`config.mk`:
```
export PLATFORM = sky130hd
export DESIGN_NAME = gray_bin_conv_pipe
export DESIGN_NICKNAME = d
export VERILOG_FILES = /design/src/rtl/gray_bin_conv_pipe.sv
export SDC_FILE = /design/constraint.sdc
export NUM_CORES = 1
export LEC_CHECK = 0
export BUFFER_PORTS_ARGS = -buffer_cell sky130_fd_sc_hd__buf_4
export CORE_MARGIN = 3
export CORE_UTILIZATION = 50
export CTS_BUF_LIST = sky130_fd_sc_hd__clkbuf_4
export DETAILED_ROUTE_END_ITERATION = 12
export PLACE_DENSITY = 0.79
export SYNTH_ARGS = -nofsm -noshare
export SYNTH_HDL_FRONTEND = slang
export SYNTH_SLANG_ARGS = --single-unit
```
`constraint.sdc`:
```
create_clock -name clk -period 2.59 [get_ports clk]
set_input_delay 0.1295 -clock clk [delete_from_list [all_inputs] [get_ports clk]]
set_output_delay 0.1295 -clock clk [all_outputs]
set_load 0.01 [all_outputs]
```
`src/rtl/gray_bin_conv_pipe.sv`:
```
// Pipelined Gray<->binary converter with valid/ready handshake.
// Mode-0 beats are also checked for single-bit steps against the last mode-0 code.
module gray_bin_conv_pipe #(
  parameter int WIDTH  = 4,
  parameter int STAGES = 2,
  parameter int CNT_W  = 16
) (
  input  logic             clk,
  input  logic             rst,
  input  logic             in_valid,
  output logic             in_ready,
  input  logic [WIDTH-1:0] in_data,
  input  logic             in_mode,
  output logic             out_valid,
  input  logic             out_ready,
  output logic [WIDTH-1:0] out_data,
  output logic             out_mode,
  output logic             step_err,
  output logic [CNT_W-1:0] err_count,
  input  logic             clr_err
);

  localparam logic [WIDTH-1:0] ONE   = {{(WIDTH-1){1'b0}}, 1'b1};
  localparam logic [CNT_W-1:0] C_ONE = {{(CNT_W-1){1'b0}}, 1'b1};

  logic [WIDTH-1:0]  s_dat [STAGES];
  logic [STAGES-1:0] s_vld;
  logic [STAGES-1:0] s_mode;
  logic [STAGES-1:0] s_err;

  logic             stall;
  logic             acc;
  logic [WIDTH-1:0] conv;
  logic [WIDTH-1:0] prev;
  logic [WIDTH-1:0] diff;
  logic             have_prev;
  logic             step_bad;
  logic             err_in;

  assign stall    = s_vld[STAGES-1] && !out_ready;
  assign in_ready = !stall;
  assign acc      = in_valid && in_ready;

  always_comb begin
    conv = '0;
    if (in_mode) begin
      conv = in_data ^ (in_data >> 1);
    end else begin
      conv[WIDTH-1] = in_data[WIDTH-1];
      for (int i = WIDTH - 2; i >= 0; i--)
        conv[i] = conv[i+1] ^ in_data[i];
    end
  end

  // exactly one differing bit <=> nonzero power of two
  assign diff     = prev ^ in_data;
  assign step_bad = (diff == '0) || ((diff & (diff - ONE)) != '0);
  assign err_in   = !in_mode && have_prev && step_bad;

  always_ff @(posedge clk or posedge rst) begin
    if (rst) begin
      s_vld  <= '0;
      s_mode <= '0;
      s_err  <= '0;
      for (int i = 0; i < STAGES; i++)
        s_dat[i] <= '0;
    end else if (!stall) begin
      s_vld[0]  <= acc;
      s_mode[0] <= acc && in_mode;
      s_err[0]  <= acc && err_in;
      s_dat[0]  <= acc ? conv : '0;
      for (int i = 1; i < STAGES; i++) begin
        s_vld[i]  <= s_vld[i-1];
        s_mode[i] <= s_mode[i-1];
        s_err[i]  <= s_err[i-1];
        s_dat[i]  <= s_dat[i-1];
      end
    end
  end

  always_ff @(posedge clk or posedge rst) begin
    if (rst) begin
      prev      <= '0;
      have_prev <= 1'b0;
      err_count <= '0;
    end else begin
      if (clr_err)
        err_count <= '0;
      else if (acc && err_in && !(&err_count))
        err_count <= err_count + C_ONE;
      // an accepted mode-0 beat re-seeds history even under clr_err
      if (acc && !in_mode) begin
        prev      <= in_data;
        have_prev <= 1'b1;
      end else if (clr_err) begin
        have_prev <= 1'b0;
      end
    end
  end

  assign out_valid = s_vld[STAGES-1];
  assign out_data  = s_dat[STAGES-1];
  assign out_mode  = s_mode[STAGES-1];
  assign step_err  = s_err[STAGES-1];

endmodule

```
==> results.json <==
{
  "fin_crit_sh_pct": 81.1,
  "antenna_found_initial": 0,
  "peakVddDrop_uv": 232,
  "cts_resized": 0,
  "grt_pass1_wl_um": 6620,
  "worst_ep_required_time_ns": 2.82,
  "synth_most_common_cell": "nand2_1",
  "synth_cells": 208,
  "synth_top_area_cell": "dfrtp_1",
  "clk_path_buf_depth": 2,
  "cts.sinks": 35,
  "ys_seq_elements": 35,
  "initial_utilization_pct": 54.2,
  "synth-simple-area-share_pct": 27.2,
  "finalPower_mw": 1.17,
  "boundaryPins": 34,
  "drtIter0Drc": 83,
  "routedWlPerCell_um": 13.3,
  "timing.rr.end": "err_count[15]",
  "synth_top_family_by_area": "simple AND/OR/NAND/NOR gates",
  "crit_cells": 5,
  "avgSynthCellArea_um2": 9.10,
  "synth_warnings": 0,
  "synth_commonest_cells": "45 x nand2_1, 35 x dfrtp_1, 13 x a21oi_1",
  "fp.dieH_um": 67.5,
  "slowest_stage": "dfrtp_1",
  "antenna_left": 0,
  "finalSetupTns_ns": 0,
  "ys_seq_area_share_pct": 46.3,
  "dieArea_um2": 4560,
  "synth_cell_types": 41,
  "critical_path_class": "register to register",
  "hold_end": "prev[3]",
  "worstPathArrival_ns": 2.33,
  "crit_family": "simple AND/OR/NAND/NOR gates",
  "place_congestion": 0.806,
  "synthXorXnorAreaFrac_pct": 5.95,
  "drc": 0,
  "power_density_nw_per_um2": 519,
  "max_clock_freq_ghz": 0.476,
  "numPortBuffers": 33,
  "fin_nets": 255,
  "path_max_fanout": 10,
  "cts_tree": "built",
  "crit_chain": "nor2b_1 -> nor3b_2 -> o21ai_1 -> nor4_1 -> mux2_2",
  "status": "finished, final reports clean",
  "synth_edf_count": 0,
  "synth_top_area_share_pct": 46.3,
  "drv_slew": 0,
  "setup_viol": 0,
  "root_buffer": "clkbuf_4",
  "synth_flop_cell": "dfrtp_1",
  "cp-start-kind": "register",
  "relSlewSlack_pct": 61.1,
  "hold_start": "in_data[3]",
  "synth-compound-area-share_pct": 13.0,
  "worst_pin_slew_ns": 0.579,
  "min_path_type": "primary input to register",
  "fin_crit_ns": 2.10,
  "viasPerCell": 5.41,
  "cap_viol_max_count": 0,
  "cts-buffers-inserted": 5,
  "rrSetupSlack_ns": 0.49,
  "worst_skew_pair.late_latency_ns": 0.34,
  "cts_post_setup_buffers_inserted": 0,
  "clkTransAtPathRegs_ns": 0.12,
  "syn_nets": 219,
  "fin_skew_ns": 0.0201,
  "num_antenna_cells": 0,
  "crit_path_end_kind": "register",
  "grtUsageTotal_pct": 19.4,
  "area_growth_pct": 18.6,
  "holdPathStages": 3,
  "rows": 21,
  "slowest_delay_ns": 0.39,
  "leakagePower_nw": 1.02,
  "grt_pass1_vias": 1460,
  "first_pass_iters": 4,
  "synth_area_leaders": "dfrtp_1 46%, nand2_1 8.9%, xnor2_1 3.7%, a21oi_1 3.4%, o31ai_1 3.2%",
  "path_buf_inv": 0,
  "syn-cell-area_um2": 1890,
  "num_vias": 1573,
  "synthArstFlopShare_pct": 100,
  "die_x_um": 67.5,
  "grt_overflow": 0,
  "wl_um": 3880,
  "rsz0062_at_grt": "no",
  "reg2regPathDepth": 5,
  "finalHoldViolCount": 0,
  "grt_max_degree": 36,
  "synth_fa_ha_area_share_pct": 0.661,
  "hpwlAfterDp_um": 2800,
  "core_area_um2": 3490,
  "timing.rr.start": "s_vld[1]",
  "htreeDepth": 2,
  "synth_mux_area_share_pct": 2.31,
  "drive_above_1_share_pct": 22.0
}
layout by cell type (no fill, tap or decap), types with 2 or more instances in the layout:
cell type,n
nand2_1,45
buf_4,38
dfrtp_1,35
a21oi_1,13
nor2_1,10
nand3_1,9
xnor2_1,8
o31ai_1,8
or4_1,8
o21ai_0,6
clkbuf_4,6
nor2b_1,5
inv_1,5
nand4_1,5
and3_1,4
xor2_1,3
and4_1,3
nand2b_1,3
mux2_2,3
o21ai_1,2
nor3_1,2
and2_1,2
a311oi_1,2
dlygate4sd3_1,2
metrics by stage:
stage	area, um^2	hold slack (ns)	worst slack (ns)	utilization (%)	std cells
2_1_floorplan	1890	0.235	0.676	-	208
3_3_place_gp	2170	0.256	0.550	62.0	281
3_5_place_dp	2170	0.264	0.506	62.0	281
4_1_cts	2240	0.00282	0.485	64.2	291
5_1_grt	2240	0.0217	0.348	64.2	291
6_report	2240	0.0233	0.489	64.2	291
cell type report:
class / instances / area [um^2]
Timing Repair Buffer: 40 / 305
Fill cell: 319 / 1250
Tap cell: 46 / 57.6
Clock buffer: 6 / 45.0
Multi-Input combinational cell: 157 / 930
Inverter: 5 / 18.8
Sequential cell: 35 / 876
Clock inverter: 2 / 12.5
flip-flops by register name (all words and copies together), names as in the netlist:
signal / flops
s_dat: 4
s_err: 2
have_prev: 1
err_count: 16
s_mode: 2
out_data: 4
s_vld: 2
prev: 4
power breakdown:
| group | total (mW) | internal (mW) | switching (mW) |
|---|---|---|---|
| Clock | 0.297 | 0.115 | 0.182 |
| Sequential | 0.617 | 0.589 | 0.0275 |
| Combinational | 0.252 | 0.107 | 0.145 |
| Total | 1.17 | 0.811 | 0.355 |
worst min-delay path, stage by stage:
cell,delay (ns)
buf_4,0.11
nand2_1,0.05
nand2_1,0.05
kinds of logic after synthesis:
kind of cell	count (synthesis)
DFF	35
AOI/OAI and AO/OA	38
xor gates and xnor gates	12
muxes	4
and+or+nand+nor	102
buffers and inverters	16
adders and majority gates	1
per-layer routing:
metal / vias to the layer above / global-route usage (%) / part of all wire (%)
li1: 815 / - / -
met4: 0 / 7.59 / 0.90
met5: - / 0 / 0
met3: 2 / 5.82 / 4.7
met2: 28 / 29.2 / 45
met1: 728 / 26.2 / 49
how the worst max path moves through the flow:
stage / startpoint / to / slack [ns]
2_1_floorplan: s_vld[1] / err_count[15] / 0.68
3_3_place_gp: s_vld[1] / err_count[15] / 0.55
3_5_place_dp: s_vld[1] / err_count[15] / 0.51
4_1_cts: s_vld[1] / err_count[15] / 0.49
5_1_grt: s_vld[1] / err_count[15] / 0.35
6_report: s_vld[1] / err_count[15] / 0.49
timing repair:
item / CTS / global route
setup endpoints to repair: 0 / 0
hold buffers: 2 / 0
hold endpoints to repair: 36 / 0
Note: power is estimated with default switching activity, not from simulation.
